**config.mk**
```make
export PLATFORM = sky130hd
export DESIGN_NAME = hazard_scoreboard_flat
export DESIGN_NICKNAME = d
export VERILOG_FILES = /design/src/rtl/hazard_scoreboard_pkg.sv /design/src/rtl/hazard_scoreboard_if.sv /design/src/rtl/hazard_scoreboard_match.sv /design/src/rtl/hazard_scoreboard.sv /design/src/flat_wrapper.sv
export SDC_FILE = /design/constraint.sdc
export NUM_CORES = 1
export LEC_CHECK = 0
export ABC_AREA = 1
export BUFFER_PORTS_ARGS = -buffer_cell sky130_fd_sc_hd__buf_2
export CORE_ASPECT_RATIO = 1.2
export CORE_MARGIN = 3
export CORE_UTILIZATION = 57
export DETAILED_ROUTE_END_ITERATION = 12
export HOLD_SLACK_MARGIN = 0.08
export PLACE_DENSITY_LB_ADDON = 0.2
export SETUP_SLACK_MARGIN = 0.2
export SLEW_MARGIN = 20
export SYNTH_ARGS = -nofsm -noshare
export SYNTH_HDL_FRONTEND = slang
export SYNTH_SLANG_ARGS = --single-unit
export TNS_END_PERCENT = 50
```
**constraint.sdc**
```tcl
create_clock -name clk -period 2.09 [get_ports clk]
set_input_delay 0.5225 -clock clk [delete_from_list [all_inputs] [get_ports clk]]
set_output_delay 0.5225 -clock clk [all_outputs]
set_load 0.05 [all_outputs]
```
**src/rtl/hazard_scoreboard_pkg.sv**
```systemverilog
// Shared encodings for the hazard scoreboard: forward-mux selects, stage ids and T_new classes.
package hazard_scoreboard_pkg;

    localparam logic [1:0] FWD_NONE = 2'b00;
    localparam logic [1:0] FWD_E    = 2'b01;
    localparam logic [1:0] FWD_M    = 2'b10;
    localparam logic [1:0] FWD_W    = 2'b11;

    typedef enum logic [1:0] {
        STG_D = 2'b00,
        STG_E = 2'b01,
        STG_M = 2'b10,
        STG_W = 2'b11
    } stage_e;

    localparam int T_NEW_LOAD = 2;
    localparam int T_NEW_ALU  = 1;
    localparam int T_NEW_LINK = 0;

    // Youngest qualifying producer wins the forwarding mux.
    function automatic logic [1:0] fwd_pick(input logic hit_e, input logic hit_m,
                                            input logic hit_w);
        if (hit_e)      return FWD_E;
        else if (hit_m) return FWD_M;
        else if (hit_w) return FWD_W;
        return FWD_NONE;
    endfunction

endpackage

```
**src/rtl/hazard_scoreboard_if.sv**
```systemverilog
// Decoder-to-scoreboard bundle: D-stage hazard descriptor in, stall and forward selects out.
interface hazard_scoreboard_if #(
    parameter int REG_W = 5,
    parameter int T_W   = 2
);
    import hazard_scoreboard_pkg::*;

    logic [REG_W-1:0] D_rs;
    logic [REG_W-1:0] D_rt;
    logic [T_W-1:0]   D_T_use_rs;
    logic [T_W-1:0]   D_T_use_rt;
    logic [T_W-1:0]   D_T_new;
    logic [REG_W-1:0] D_A3;
    logic             stall;
    logic [1:0]       fwd_D_rs;
    logic [1:0]       fwd_D_rt;
    logic [1:0]       fwd_E_rs;
    logic [1:0]       fwd_E_rt;
    logic             fwd_M_rt;

    modport master (
        output D_rs, D_rt, D_T_use_rs, D_T_use_rt, D_T_new, D_A3,
        input  stall, fwd_D_rs, fwd_D_rt, fwd_E_rs, fwd_E_rt, fwd_M_rt
    );

    modport slave (
        input  D_rs, D_rt, D_T_use_rs, D_T_use_rt, D_T_new, D_A3,
        output stall, fwd_D_rs, fwd_D_rt, fwd_E_rs, fwd_E_rt, fwd_M_rt
    );

endinterface

```
**src/rtl/hazard_scoreboard_match.sv**
```systemverilog
// One source-register vs one producer record: o_hit = {stall_hit, fwd_hit}.
module hazard_match
    import hazard_scoreboard_pkg::*;
#(
    parameter int REG_W = 5,
    parameter int T_W   = 2
) (
    input  logic [REG_W-1:0] i_reg,
    input  logic [REG_W-1:0] i_a3,
    input  logic [T_W-1:0]   i_tnew,
    input  logic [T_W-1:0]   i_tuse,
    output logic [1:0]       o_hit
);

    logic w_match;

    // $0 is hard-wired, so it can never be a true dependency.
    assign w_match = (i_reg != '0) && (i_a3 == i_reg);
    assign o_hit   = {w_match && (i_tnew > i_tuse), w_match && (i_tnew == '0)};

endmodule

```
**src/rtl/hazard_scoreboard.sv**
```systemverilog
// Stall/forward controller for the 5-stage MIPS pipeline; HAZARD_STAT_EN adds a stall counter.
module hazard_scoreboard
    import hazard_scoreboard_pkg::*;
#(
    parameter int REG_W = 5,
    parameter int T_W   = 2
`ifdef HAZARD_STAT_EN
    ,
    parameter int CNT_W = 32
`endif
) (
    input  logic              clk,
    input  logic              reset,
`ifdef HAZARD_STAT_EN
    output logic [CNT_W-1:0]  stall_cnt,
`endif
    hazard_scoreboard_if.slave bus
);

    localparam logic [T_W-1:0] T_ZERO = '0;

    function automatic logic [T_W-1:0] sat_dec(input logic [T_W-1:0] t);
        return (t == '0) ? '0 : t - 1'b1;
    endfunction

    logic [REG_W-1:0] r_rs_p1, r_rt_p1, r_a3_p1;
    logic [T_W-1:0]   r_tnew_p1;
    logic [REG_W-1:0] r_rt_p2, r_a3_p2;
    logic [T_W-1:0]   r_tnew_p2;
    logic [REG_W-1:0] r_a3_p3;

    logic [1:0] w_drs_e, w_drs_m, w_drs_w;
    logic [1:0] w_drt_e, w_drt_m, w_drt_w;
    logic [1:0] w_ers_m, w_ers_w, w_ert_m, w_ert_w;
    logic [1:0] w_mrt_w;
    logic       w_stall;
    logic       w_unused_stall_bits;

    // D-stage sources against E, M and W producers
    hazard_match #(.REG_W(REG_W), .T_W(T_W)) u_drs_e (.i_reg(bus.D_rs), .i_a3(r_a3_p1), .i_tnew(r_tnew_p1), .i_tuse(bus.D_T_use_rs), .o_hit(w_drs_e));
    hazard_match #(.REG_W(REG_W), .T_W(T_W)) u_drs_m (.i_reg(bus.D_rs), .i_a3(r_a3_p2), .i_tnew(r_tnew_p2), .i_tuse(bus.D_T_use_rs), .o_hit(w_drs_m));
    hazard_match #(.REG_W(REG_W), .T_W(T_W)) u_drs_w (.i_reg(bus.D_rs), .i_a3(r_a3_p3), .i_tnew(T_ZERO),    .i_tuse(T_ZERO),         .o_hit(w_drs_w));
    hazard_match #(.REG_W(REG_W), .T_W(T_W)) u_drt_e (.i_reg(bus.D_rt), .i_a3(r_a3_p1), .i_tnew(r_tnew_p1), .i_tuse(bus.D_T_use_rt), .o_hit(w_drt_e));
    hazard_match #(.REG_W(REG_W), .T_W(T_W)) u_drt_m (.i_reg(bus.D_rt), .i_a3(r_a3_p2), .i_tnew(r_tnew_p2), .i_tuse(bus.D_T_use_rt), .o_hit(w_drt_m));
    hazard_match #(.REG_W(REG_W), .T_W(T_W)) u_drt_w (.i_reg(bus.D_rt), .i_a3(r_a3_p3), .i_tnew(T_ZERO),    .i_tuse(T_ZERO),         .o_hit(w_drt_w));

    // E-stage sources against M and W; M-stage store data against W
    hazard_match #(.REG_W(REG_W), .T_W(T_W)) u_ers_m (.i_reg(r_rs_p1), .i_a3(r_a3_p2), .i_tnew(r_tnew_p2), .i_tuse(T_ZERO), .o_hit(w_ers_m));
    hazard_match #(.REG_W(REG_W), .T_W(T_W)) u_ers_w (.i_reg(r_rs_p1), .i_a3(r_a3_p3), .i_tnew(T_ZERO),    .i_tuse(T_ZERO), .o_hit(w_ers_w));
    hazard_match #(.REG_W(REG_W), .T_W(T_W)) u_ert_m (.i_reg(r_rt_p1), .i_a3(r_a3_p2), .i_tnew(r_tnew_p2), .i_tuse(T_ZERO), .o_hit(w_ert_m));
    hazard_match #(.REG_W(REG_W), .T_W(T_W)) u_ert_w (.i_reg(r_rt_p1), .i_a3(r_a3_p3), .i_tnew(T_ZERO),    .i_tuse(T_ZERO), .o_hit(w_ert_w));
    hazard_match #(.REG_W(REG_W), .T_W(T_W)) u_mrt_w (.i_reg(r_rt_p2), .i_a3(r_a3_p3), .i_tnew(T_ZERO),    .i_tuse(T_ZERO), .o_hit(w_mrt_w));

    // Only D-stage reads can stall, and a W producer is always ready.
    assign w_stall = w_drs_e[1] | w_drs_m[1] | w_drt_e[1] | w_drt_m[1];
    assign w_unused_stall_bits = ^{w_drs_w[1], w_drt_w[1], w_ers_m[1], w_ers_w[1],
                                   w_ert_m[1], w_ert_w[1], w_mrt_w[1]};

    assign bus.stall    = w_stall;
    assign bus.fwd_D_rs = fwd_pick(w_drs_e[0], w_drs_m[0], w_drs_w[0]);
    assign bus.fwd_D_rt = fwd_pick(w_drt_e[0], w_drt_m[0], w_drt_w[0]);
    assign bus.fwd_E_rs = fwd_pick(1'b0, w_ers_m[0], w_ers_w[0]);
    assign bus.fwd_E_rt = fwd_pick(1'b0, w_ert_m[0], w_ert_w[0]);
    assign bus.fwd_M_rt = w_mrt_w[0];

    // D -> E (bubble on stall), E -> M with T_new countdown, M -> W
    always_ff @(posedge clk or negedge reset) begin
        if (!reset) begin
            r_rs_p1   <= '0;
            r_rt_p1   <= '0;
            r_a3_p1   <= '0;
            r_tnew_p1 <= '0;
            r_rt_p2   <= '0;
            r_a3_p2   <= '0;
            r_tnew_p2 <= '0;
            r_a3_p3   <= '0;
        end else begin
            r_a3_p3   <= r_a3_p2;
            r_rt_p2   <= r_rt_p1;
            r_a3_p2   <= r_a3_p1;
            r_tnew_p2 <= sat_dec(r_tnew_p1);
            if (w_stall) begin
                r_rs_p1   <= '0;
                r_rt_p1   <= '0;
                r_a3_p1   <= '0;
                r_tnew_p1 <= '0;
            end else begin
                r_rs_p1   <= bus.D_rs;
                r_rt_p1   <= bus.D_rt;
                r_a3_p1   <= bus.D_A3;
                r_tnew_p1 <= bus.D_T_new;
            end
        end
    end

`ifdef HAZARD_STAT_EN
    logic [CNT_W-1:0] r_stall_cnt;

    always_ff @(posedge clk or negedge reset) begin
        if (!reset) begin
            r_stall_cnt <= '0;
        end else if (w_stall && (r_stall_cnt != '1)) begin
            r_stall_cnt <= r_stall_cnt + 1'b1;
        end
    end

    assign stall_cnt = r_stall_cnt;
`endif

endmodule
```
**src/flat_wrapper.sv**
```systemverilog
// flat-port wrapper written by rule: the top's interface ports become plain ports
module hazard_scoreboard_flat import hazard_scoreboard_pkg::*;
#(
    parameter int REG_W = 5,
    parameter int T_W   = 2

)
  (clk, reset, bus_D_rs, bus_D_rt, bus_D_T_use_rs, bus_D_T_use_rt, bus_D_T_new, bus_D_A3, bus_stall, bus_fwd_D_rs, bus_fwd_D_rt, bus_fwd_E_rs, bus_fwd_E_rt, bus_fwd_M_rt);
  hazard_scoreboard_if #(.REG_W(REG_W), .T_W(T_W)) bus_i ();
  input  logic clk;
  input  logic reset;
  input wire logic [$bits(bus_i.D_rs)-1:0] bus_D_rs;
  input wire logic [$bits(bus_i.D_rt)-1:0] bus_D_rt;
  input wire logic [$bits(bus_i.D_T_use_rs)-1:0] bus_D_T_use_rs;
  input wire logic [$bits(bus_i.D_T_use_rt)-1:0] bus_D_T_use_rt;
  input wire logic [$bits(bus_i.D_T_new)-1:0] bus_D_T_new;
  input wire logic [$bits(bus_i.D_A3)-1:0] bus_D_A3;
  output wire logic [$bits(bus_i.stall)-1:0] bus_stall;
  output wire logic [$bits(bus_i.fwd_D_rs)-1:0] bus_fwd_D_rs;
  output wire logic [$bits(bus_i.fwd_D_rt)-1:0] bus_fwd_D_rt;
  output wire logic [$bits(bus_i.fwd_E_rs)-1:0] bus_fwd_E_rs;
  output wire logic [$bits(bus_i.fwd_E_rt)-1:0] bus_fwd_E_rt;
  output wire logic [$bits(bus_i.fwd_M_rt)-1:0] bus_fwd_M_rt;
  assign bus_i.D_rs = bus_D_rs;
  assign bus_i.D_rt = bus_D_rt;
  assign bus_i.D_T_use_rs = bus_D_T_use_rs;
  assign bus_i.D_T_use_rt = bus_D_T_use_rt;
  assign bus_i.D_T_new = bus_D_T_new;
  assign bus_i.D_A3 = bus_D_A3;
  assign bus_stall = bus_i.stall;
  assign bus_fwd_D_rs = bus_i.fwd_D_rs;
  assign bus_fwd_D_rt = bus_i.fwd_D_rt;
  assign bus_fwd_E_rs = bus_i.fwd_E_rs;
  assign bus_fwd_E_rt = bus_i.fwd_E_rt;
  assign bus_fwd_M_rt = bus_i.fwd_M_rt;
  hazard_scoreboard #(.REG_W(REG_W), .T_W(T_W)) u_core (.clk(clk), .reset(reset), .bus(bus_i));
endmodule
```
# Word-level counts from Yosys, hierarchy flattened
# Cells that the tools add are included.
# totals
reg_bits,34
inputBits,23
output_inout_bits,10
# classes
add_sub_neg,1
magnitude_cmp,4
eq_ne,11
n_mux,29
bitwise_logic,3
reduce_logical,28
# ops
cell,count
$eq 5x5->1,11
$mux 2,16
$reduce_bool 5->1,5
$logic_and 1x1->1,21
$mux 5,3
$mux 1,10
$gt 2x2->1,4
$logic_not 2->1,2
$or 1x1->1,3
$sub 2x1->2 const B,1

# Logic depth before layout (Yosys ltp)
# Gate-level depths: netlist (run 1).
# logic_depth
depth_word,7
depth_mapped,9

# Cells and area by module
# A second synthesis (run 1) with hierarchy kept.
# unflattened
hier_cells,540
area_unflattened_um2,3106.7
# modules_own_cells
mod,n_inst,cells_each,area_each_um2
hazard_match,11,41,176.4
hazard_scoreboard,1,89,1166.1

# Worst setup path after synthesis (run 1)
# Ideal clock, no wire load.
# synth_path
path_kind,register to output
from,reg u_core.r_a3_p3[1]
to,out bus_fwd_M_rt
arrival_ns,1.899
required_ns,1.567
setup_slack_ns,-0.332
stages_incl_launch_ff,5
n_path_buf,1
path_cell_list,dfrtp_1 clkbuf_1 xnor2_1 o211ai_1 nor3_1
# synth_between
elab_chain_cells,2
# synth_lines
item,line_no,text
from (decl),hazard_scoreboard.sv:30,logic [REG_W-1:0] r_a3_p3;
from (signal assigned),hazard_scoreboard.sv:78,r_a3_p3 <= r_a3_p2;
$eq 5x5->1,hazard_scoreboard_match.sv:18,assign w_match = (i_reg != '0) && (i_a3 == i_reg);
$logic_and 1x1->1,hazard_scoreboard_match.sv:18,
to (decl),flat_wrapper.sv:23,output wire logic [$bits(bus_i.fwd_M_rt)-1:0] bus_fwd_M_rt;
# Every way passes these cells.

# Worst setup path after layout (run 1)
# layout_path
from,reg u_core.r_a3_p3[3]
to,out bus_fwd_D_rt[0]
# layout_between
elab_chain_cells,6
# layout_lines
item,line_no,text
$eq 5x5->1,hazard_scoreboard_match.sv:18,
$logic_and 1x1->1,hazard_scoreboard_match.sv:18,
$mux 1,hazard_scoreboard_pkg.sv:25,else if (hit_w) return FWD_W;
$mux 1,hazard_scoreboard_pkg.sv:24,else if (hit_m) return FWD_M;
$mux 1,hazard_scoreboard_pkg.sv:23,if (hit_e) return FWD_E;
$mux 2,hazard_scoreboard_pkg.sv:26,return FWD_NONE;
to (decl),flat_wrapper.sv:20,output wire logic [$bits(bus_i.fwd_D_rt)-1:0] bus_fwd_D_rt;
# Every way passes these cells.

==> results of run 1 <==
-- logic make-up (layout without fill, tap and decap cells) --
group                      count (synthesis)  in the layout
adders and majority gates                  8              8
and+or+nand+nor                          127            127
DFF                                       34             34
xor gates and xnor gates                  35             35
buffers and inverters                     55            114
AOI/OAI and AO/OA                         19             19
-- worst max-delay path, delay by kind of cell, from the launching register on --
| kind | cells | cell delay, ps |
|---|---|---|
| flip-flops | 1 | 490 |
| AND/OR/NAND/NOR | 3 | 440 |
| buffers and inverters | 1 | 180 |
| XOR/XNOR | 1 | 170 |
| AO/OA/AOI/OAI | 1 | 100 |
-- registers in the layout, indices dropped and copies added (netlist names) --
register,cells
u_core.r_a3_p2,5
u_core.r_rt_p2,5
u_core.r_tnew_p2,2
u_core.r_tnew_p1,2
u_core.r_a3_p3,5
u_core.r_rs_p1,5
u_core.r_rt_p1,5
u_core.r_a3_p1,5
-- layout make-up --
| cell class | instances | share of cell area |
|---|---|---|
| multi-input cells | 189 | 0.457 |
| flip-flops and latches | 34 | 0.285 |
| repair buffers | 59 | 0.142 |
| inverters | 47 | 0.0640 |
| clock buffers | 7 | 0.0285 |
| well taps | 52 | 0.0215 |
| clock inverters | 1 | 0.00165 |
-- metal layers --
metal / global-route usage / wire length (µm) / vias up / part of all wire
met5: 0 / 0 / - / 0
met4: 0.103 / 121 / 0 / 0.021
met3: 0.0493 / 190 / 10 / 0.033
met2: 0.481 / 3160 / 44 / 0.55
met1: 0.269 / 2300 / 971 / 0.40
li1: - / - / 987 / -
-- power breakdown --
group / total, W / leakage (nW) / switching (W) / internal, W
Sequential: 0.000806 / 0.391 / 0.0000884 / 0.000718
Combinational: 0.000584 / 1.01 / 0.000320 / 0.000264
Clock: 0.000510 / 0.0482 / 0.000244 / 0.000266
Total: 0.00190 / 1.45 / 0.000653 / 0.00125
-- cells in the mapped netlist, drive strengths merged --
| cell | n | share of area |
|---|---|---|
| nand2 | 51 | 0.093 |
| inv | 47 | 0.078 |
| dfrtp | 34 | 0.38 |
| nor3 | 26 | 0.080 |
| xnor2 | 26 | 0.10 |
| nor2 | 24 | 0.046 |
| nand3 | 15 | 0.042 |
| a21oi | 9 | 0.020 |
| xor2 | 9 | 0.035 |
| ha | 8 | 0.044 |
| nand4 | 7 | 0.019 |
| o21ai | 6 | 0.015 |
| buf | 5 | 0.022 |
| clkbuf | 3 | 0.0050 |
| or2 | 3 | 0.0083 |
| o21a | 2 | 0.0066 |
| nor4 | 1 | 0.0028 |
| o211ai | 1 | 0.0033 |
| o31ai | 1 | 0.0033 |
-- through the flow --
step | instance area [µm²] | worst slack (ps) | TNS [ps] | hold WS, ps
after global routing | 3030 | -145 | -1150 | 356
after detailed placement | 2660 | -142 | -461 | 412
after global placement | 2660 | -114 | -310 | 411
after floorplan | 2370 | 44.8 | 0 | 227
after CTS | 2890 | -91.9 | -638 | 324
final | 3030 | -85.6 | -408 | 301
-- worst max-delay path by stage --
stage,endpoint,cells past startpoint,slack [ps]
6_report,bus_fwd_D_rt[0],6,-90
5_1_grt,bus_fwd_D_rt[0],6,-140
4_1_cts,bus_fwd_E_rs[0],8,-90
3_5_place_dp,bus_stall,8,-140
3_3_place_gp,bus_stall,8,-110
2_1_floorplan,bus_stall,6,40
-- timing repair --
item,CTS,global route
pin swaps,16,20
buffers inserted,3,7
cloned,0,0
resized for setup,47,19
setup endpoints to repair,10,10
==> metrics.txt, run 1 <==
crit path capture type output pin; GR Util All Layers 0.250; Initial Util 0.608; Tot Pwr 0.00190 W; FF-to-FF path depth 7; Final setup viols 10; GP Congestion 0.923; clock slew at the register clock pins of the worst setup and hold paths 70 ps; worst-path cell chain xnor2_1 > nand3_1 > nor3_2 > o21ai_1 > nand2_1 > buf_6; most frequent cells in the layout nand2_1 (46), inv_1 (35), buf_4 (26); DRC errors left 0; Post-Syn Area 2260 µm²; share of layout cells above drive strength 1 0.439; CTS Sinks 34; worst r2r src u_core.r_tnew_p2[1]; area grow syn2layout 33.8%; largest family of logic cells by synthesized area simple AND/OR/NAND/NOR gates; Vias 2,012; hpwl dp 3.99 mm; vias in the first global route 1,989; IO Count 33; Worst Setup SP u_core.r_a3_p3[3]; Worst Path Arrival 1650 ps; simple-gate share of the synthesized area 0.292; CP max FO 6; post-synthesis xor/xnor area fraction 0.135; DRT iter0 DRCs 54; setup ws final -85.6 ps; Vert. Die Dim 75.1 µm; gr ovfl total 0; adder-cell area share of the yosys netlist 0.0442; Final min period 2180 ps; reg-to-reg endpoint u_core.r_a3_p1[3]; critical path's slowest cell dfrtp_2; Nets 367; wire length per cell 14.8 µm; Rel. slew slack 0.497; commonest non-fill, non-tap cell in the layout nand2_1; status complete, but fails checks; syn nets 309; first-pass GRT wire length 9.07 mm; Leak 1.45 nW; FF+latch count, synth 34; Clock Latency Late Sink 290 ps; Hold Violations, Final 0; Max Freq 460 MHz; Avg Cell Area, Syn 8.15 µm²; worst slew pin tran 755 ps; Final Util 0.814; CP startpoint kind register; die width 63.5 µm; drt total wl 5.77 mm; multi-input combinational cell area 1390 µm²; Clock Path Buffers 2; FF-to-FF setup slack 450 ps; Die Area 4770 µm²; Cell Pwr Density 628 nW/µm²; RSZ-0062 raised after global routing true; Min-Delay Path Class in2async; Post-Layout Cell Count 389; CTS root buffer clkbuf_8; Critical Path RT 1570 ps; CTS tree yes; Compound-Gate Fraction of Synth Area 0.0481; Max stage delay on crit path 490 ps; Synth cell types 28; failing checks setup timing; pin count of the biggest net entering global routing 35; # placed instances 371; Peak VDD IR 0.592 mV; Placeable Area 3720 µm²; Seq/Total Area, Yosys 0.376; fillers 257; number of port buffers 32; cell count after synthesis 278; critical path class reg2out; total number of yosys warnings 0; TritonRoute pass-1 iters 4; FF+latch area 865 µm²; initial antenna violation count 0; Vias/cell 5.17; CTS H-tree lvls 2; post-route clock skew 4.37 ps; multiplexer share of the synthesized area 0; fin. max-slew vios 0; fin crit share 1.04; ANT nets after route 0; Diodes inserted 0; Hold-fix buffers, CTS 0; Rows 24; total of max-cap violations 0; Num CTS Buffers 5
Power figures use the tool's default switching activity.
==> run 2: changes to the inputs <==
--- a/config.mk
+++ b/config.mk
@@ -7,9 +7,11 @@
 export LEC_CHECK = 0
 export ABC_AREA = 1
 export BUFFER_PORTS_ARGS = -buffer_cell sky130_fd_sc_hd__buf_2
+export CELL_PAD_IN_SITES_DETAIL_PLACEMENT = 1
+export CELL_PAD_IN_SITES_GLOBAL_PLACEMENT = 1
 export CORE_ASPECT_RATIO = 1.2
 export CORE_MARGIN = 3
-export CORE_UTILIZATION = 57
+export CORE_UTILIZATION = 42
 export DETAILED_ROUTE_END_ITERATION = 12
 export HOLD_SLACK_MARGIN = 0.08
 export PLACE_DENSITY_LB_ADDON = 0.2
==> run 2 against run 1 <==
- via count is 2.4% higher
- global-route usage fell by 3.0 points
- final cell count is 2.8% higher
- critical path depth increased by 3
- the flow still finishes with violations (setup timing)
- first-iteration DRC count up 5.6%
- routed wire length increased by 18%
- register-to-register slack got worse by 70 ps
- clock skew is 4.7 ps higher
- die area rose by 32%
- worst hold slack improved by 1.4 ps
- fmax is 4.5% lower
- sequential share of layout area decreased by 0.57 points
- largest power group unchanged
==> metrics.txt, run 2 (synthesis results as in run 1) <==
Tot Pwr 0.00216 W; setup ws final -187 ps; clock slew at the register clock pins of the worst setup and hold paths 80 ps; Vias/cell 5.15; Final Util 0.608; TritonRoute pass-1 iters 5; Initial Util 0.446; first-pass GRT wire length 10.5 mm; Min-Delay Path Class in2async; CTS tree yes; FF+latch area 863 µm²; Placeable Area 5080 µm²; critical path class reg2out; total of max-cap violations 0; placed instance area 2720 µm²; Worst Path Arrival 1750 ps; IO Count 33; status complete, but fails checks; GP Congestion 0.816; Num CTS Buffers 5; wire length per cell 17.0 µm; multi-input combinational cell area 1370 µm²; FF-to-FF setup slack 380 ps; Final min period 2280 ps; ANT nets after route 0; Vert. Die Dim 86.4 µm; crit path capture type output pin; drt total wl 6.82 mm; area grow syn2layout 36.3%; Final setup viols 10; Critical Path RT 1570 ps; vias in the first global route 2,190; Rows 28; GR Util All Layers 0.220; share of layout cells above drive strength 1 0.438; Hold Violations, Final 0; fillers 606; CTS root buffer clkbuf_8; DRC errors left 0; most frequent cells in the layout nand2_1 (46), inv_1 (36), buf_4 (30); Max Freq 439 MHz; CTS H-tree lvls 2; Clock Latency Late Sink 290 ps; Cell Pwr Density 700 nW/µm²; die width 73.0 µm; CP max FO 6; Peak VDD IR 0.454 mV; Vias 2,060; Hold-fix buffers, CTS 0; FF-to-FF path depth 9; worst slew pin tran 789 ps; RSZ-0062 raised after global routing true; hpwl dp 4.85 mm; commonest non-fill, non-tap cell in the layout nand2_1; Leak 1.49 nW; DRT iter0 DRCs 57; CTS Sinks 34; gr ovfl total 0; Nets 370; fin. max-slew vios 0; Clock Path Buffers 2; initial antenna violation count 0; Die Area 6310 µm²; CP startpoint kind register; failing checks setup timing; fin crit share 1.09; number of port buffers 32; design area 3090 µm²; post-route clock skew 9.07 ps; pin count of the biggest net entering global routing 35; Rel. slew slack 0.474; Diodes inserted 0
==> run 2: cell type report <==
type | instances | share of cell area
clock buffers | 5 | 0.0223
clock inverters | 3 | 0.0223
multi-input cells | 189 | 0.443
well taps | 60 | 0.0243
flip-flops and latches | 34 | 0.280
repair buffers | 62 | 0.145
inverters | 47 | 0.0628
==> run 2: path summary, 6_finish.rpt <==
| check | from | end |
|---|---|---|
| max in group asynchronous | reset | u_core.r_a3_p3[0] |
| min in group clk | bus_D_A3[4] | u_core.r_a3_p1[4] |
| worst min register to register | u_core.r_rt_p1[2] | u_core.r_rt_p2[2] |
| worst min-delay path | reset | u_core.r_rt_p2[4] |
| worst max register to register | u_core.r_a3_p2[4] | u_core.r_rs_p1[2] |
| worst max-delay path | u_core.r_a3_p2[4] | bus_fwd_D_rs[1] |
==> run 2: worst max-delay path: stages, from the launching register on <==
cell and delay (ps):
dfrtp_2 490, inv_2 90, nand2_1 80, nand2_1 90
nand2_2 70, nor2_2 150, nand2_1 80, nor2_1 100
o21a_1 150, buf_6 160
==> run 2: timing repair <==
item                                    in CTS  in global routing
hold endpoints to repair                     0                  0
endpoints found under the setup margin      10                 10
resized for setup                           42                 20
pin swaps                                    7                 11
buffers inserted                             1                  5
==> run 2: where the power goes <==
part	internal (W)	total [W]	switching, W
combinational	0.000267	0.000603	0.000336
clock	0.000478	0.000750	0.000271
sequential	0.000717	0.000808	0.0000907
total	0.00146	0.00216	0.000698
==> run 2: routing by layer <==
layer,track usage,vias up,share of wire
met1,0.240,1019,0.39
met5,0,-,0
met3,0.0325,13,0.026
li1,-,992,-
met2,0.417,36,0.56
met4,0.0805,0,0.023
==> run 2: per-stage QoR <==
stage	hold slack (ps)	setup slack, ps	setup TNS [ps]	instances
floorplan	227	44.8	0	278
global placement	412	-122	-535	386
detailed placement	421	-146	-683	386
CTS	348	-155	-1020	395
global route	382	-267	-2110	400
finish	303	-187	-1220	400
==> run 3: changes to the inputs <==
--- a/config.mk
+++ b/config.mk
@@ -15,7 +15,6 @@
 export DETAILED_ROUTE_END_ITERATION = 12
 export HOLD_SLACK_MARGIN = 0.08
 export PLACE_DENSITY_LB_ADDON = 0.2
-export SETUP_SLACK_MARGIN = 0.2
 export SLEW_MARGIN = 20
 export SYNTH_ARGS = -nofsm -noshare
 export SYNTH_HDL_FRONTEND = slang
==> run 3 against run 2 <==
- the run still ends with setup timing left
- register-to-register slack got worse by 80 ps
- largest cell class unchanged
- clock power shrank 30%
- routed wire length rose by 14%
==> metrics.txt, run 3 (synthesis results as in run 1) <==
CTS Sinks 34; Final setup viols 10; Num CTS Buffers 5; hpwl dp 5.10 mm; Max stage delay on crit path 460 ps; total of max-cap violations 0; CTS H-tree lvls 2; failing checks setup timing; Vert. Die Dim 86.4 µm; Diodes inserted 0; worst r2r src u_core.r_tnew_p1[0]; commonest non-fill, non-tap cell in the layout nand2_1; Clock Latency Late Sink 290 ps; vias in the first global route 2,416; CP max FO 4; critical path class reg2out; Die Area 6310 µm²; DRT iter0 DRCs 120; Rows 28; Rel. slew slack 0.473; reg-to-reg endpoint u_core.r_rs_p1[4]; Critical Path RT 1570 ps; Nets 380; gr ovfl total 0; FF-to-FF setup slack 300 ps; clock slew at the register clock pins of the worst setup and hold paths 70 ps; pin count of the biggest net entering global routing 35; first-pass GRT wire length 11.8 mm; most frequent cells in the layout nand2_1 (46), buf_4 (34), inv_1 (33); Worst Path Arrival 1750 ps; Min-Delay Path Class in2async; CP startpoint kind register; Vias/cell 5.30; Hold-fix buffers, CTS 0; Max Freq 441 MHz; die width 73.0 µm; status complete, but fails checks; Initial Util 0.446; Clock Path Buffers 2; fillers 589; wire length per cell 18.9 µm; setup TNS -1090 ps; post-route clock skew 3.62 ps; DRC errors left 0; TritonRoute pass-1 iters 4; FF-to-FF path depth 10; fin crit share 1.09; GR Util All Layers 0.248; CTS tree yes; initial antenna violation count 0; share of layout cells above drive strength 1 0.477; worst slew pin tran 791 ps; area grow syn2layout 41.4%; IO Count 33; Leak 1.54 nW; critical path's slowest cell dfrtp_2; Hold Violations, Final 0; CTS root buffer clkbuf_8; FF+latch area 862 µm²; Placeable Area 5080 µm²; Cell Pwr Density 629 nW/µm²; crit path capture type output pin; Vias 2,173; setup ws final -179 ps; Final min period 2270 ps; worst-path cell chain xnor2_1 > nand2_1 > nor2_2 > nand2_1 > nor2_1 > o21a_1 > buf_6; number of port buffers 32; ANT nets after route 0; cell repeated most along the worst path nand2_1; RSZ-0062 raised after global routing true; drt total wl 7.75 mm; Final Util 0.630; Peak VDD IR 0.338 mV; fin. max-slew vios 0; multi-input combinational cell area 1420 µm²; GP Congestion 0.817
run 3: timing repair:
item	in CTS	in global routing
pin swaps	20	9
resized for setup	68	20
setup endpoints to repair	10	10
buffers inserted	11	7
run 3: area by class of cell:
cell class	count	share of cell area
clock inverters	2	0.00391
multi-input cells	189	0.442
inverters	47	0.0559
clock buffers	6	0.0258
repair buffers	72	0.180
flip-flops and latches	34	0.269
well taps	60	0.0234
run 3: metrics by stage:
step                      setup WS [ps]  instances  total power, W  instance area (µm²)  hold WS, ps
final                              -179        410         0.00201                 3200          308
after global routing               -269        410         0.00211                 3200          374
after CTS                          -110        403         0.00195                 3070          341
after detailed placement           -200        384         0.00132                 2630          426
after global placement             -175        384         0.00130                 2630          419
after floorplan                   -63.5        278         0.00112                 2270          227
run 3: report_power, final:
group	leakage [nW]	switching (W)	internal [W]
combinational	1.10	0.000376	0.000311
clock	0.0472	0.000259	0.000265
sequential	0.393	0.0000843	0.000717
run 3: worst max-delay path by stage:
stage / from / to
after floorplan: bus_D_T_use_rs[1] / bus_stall
after global placement: bus_D_T_use_rt[1] / bus_stall
after detailed placement: bus_D_rs[4] / bus_fwd_D_rs[1]
after CTS: u_core.r_a3_p2[4] / bus_fwd_E_rt[1]
after global routing: u_core.r_a3_p2[1] / bus_fwd_D_rs[1]
final: u_core.r_a3_p2[1] / bus_fwd_D_rs[1]
run 3: critical path: cells and delay by family (launching register included):
family,cells,cell delay [ps]
xor+xnor,1,190
simple gates,4,480
compound gates,1,160
flops,1,460
buf+inv,1,170
run 3: per-layer routing:
metal | up-vias | global-route usage | wire length, µm
li1 | 1017 | - | -
met1 | 1072 | 0.279 | 2980
met2 | 58 | 0.456 | 4250
met3 | 26 | 0.0313 | 217
met4 | 0 | 0.112 | 308
met5 | - | 0 | 0
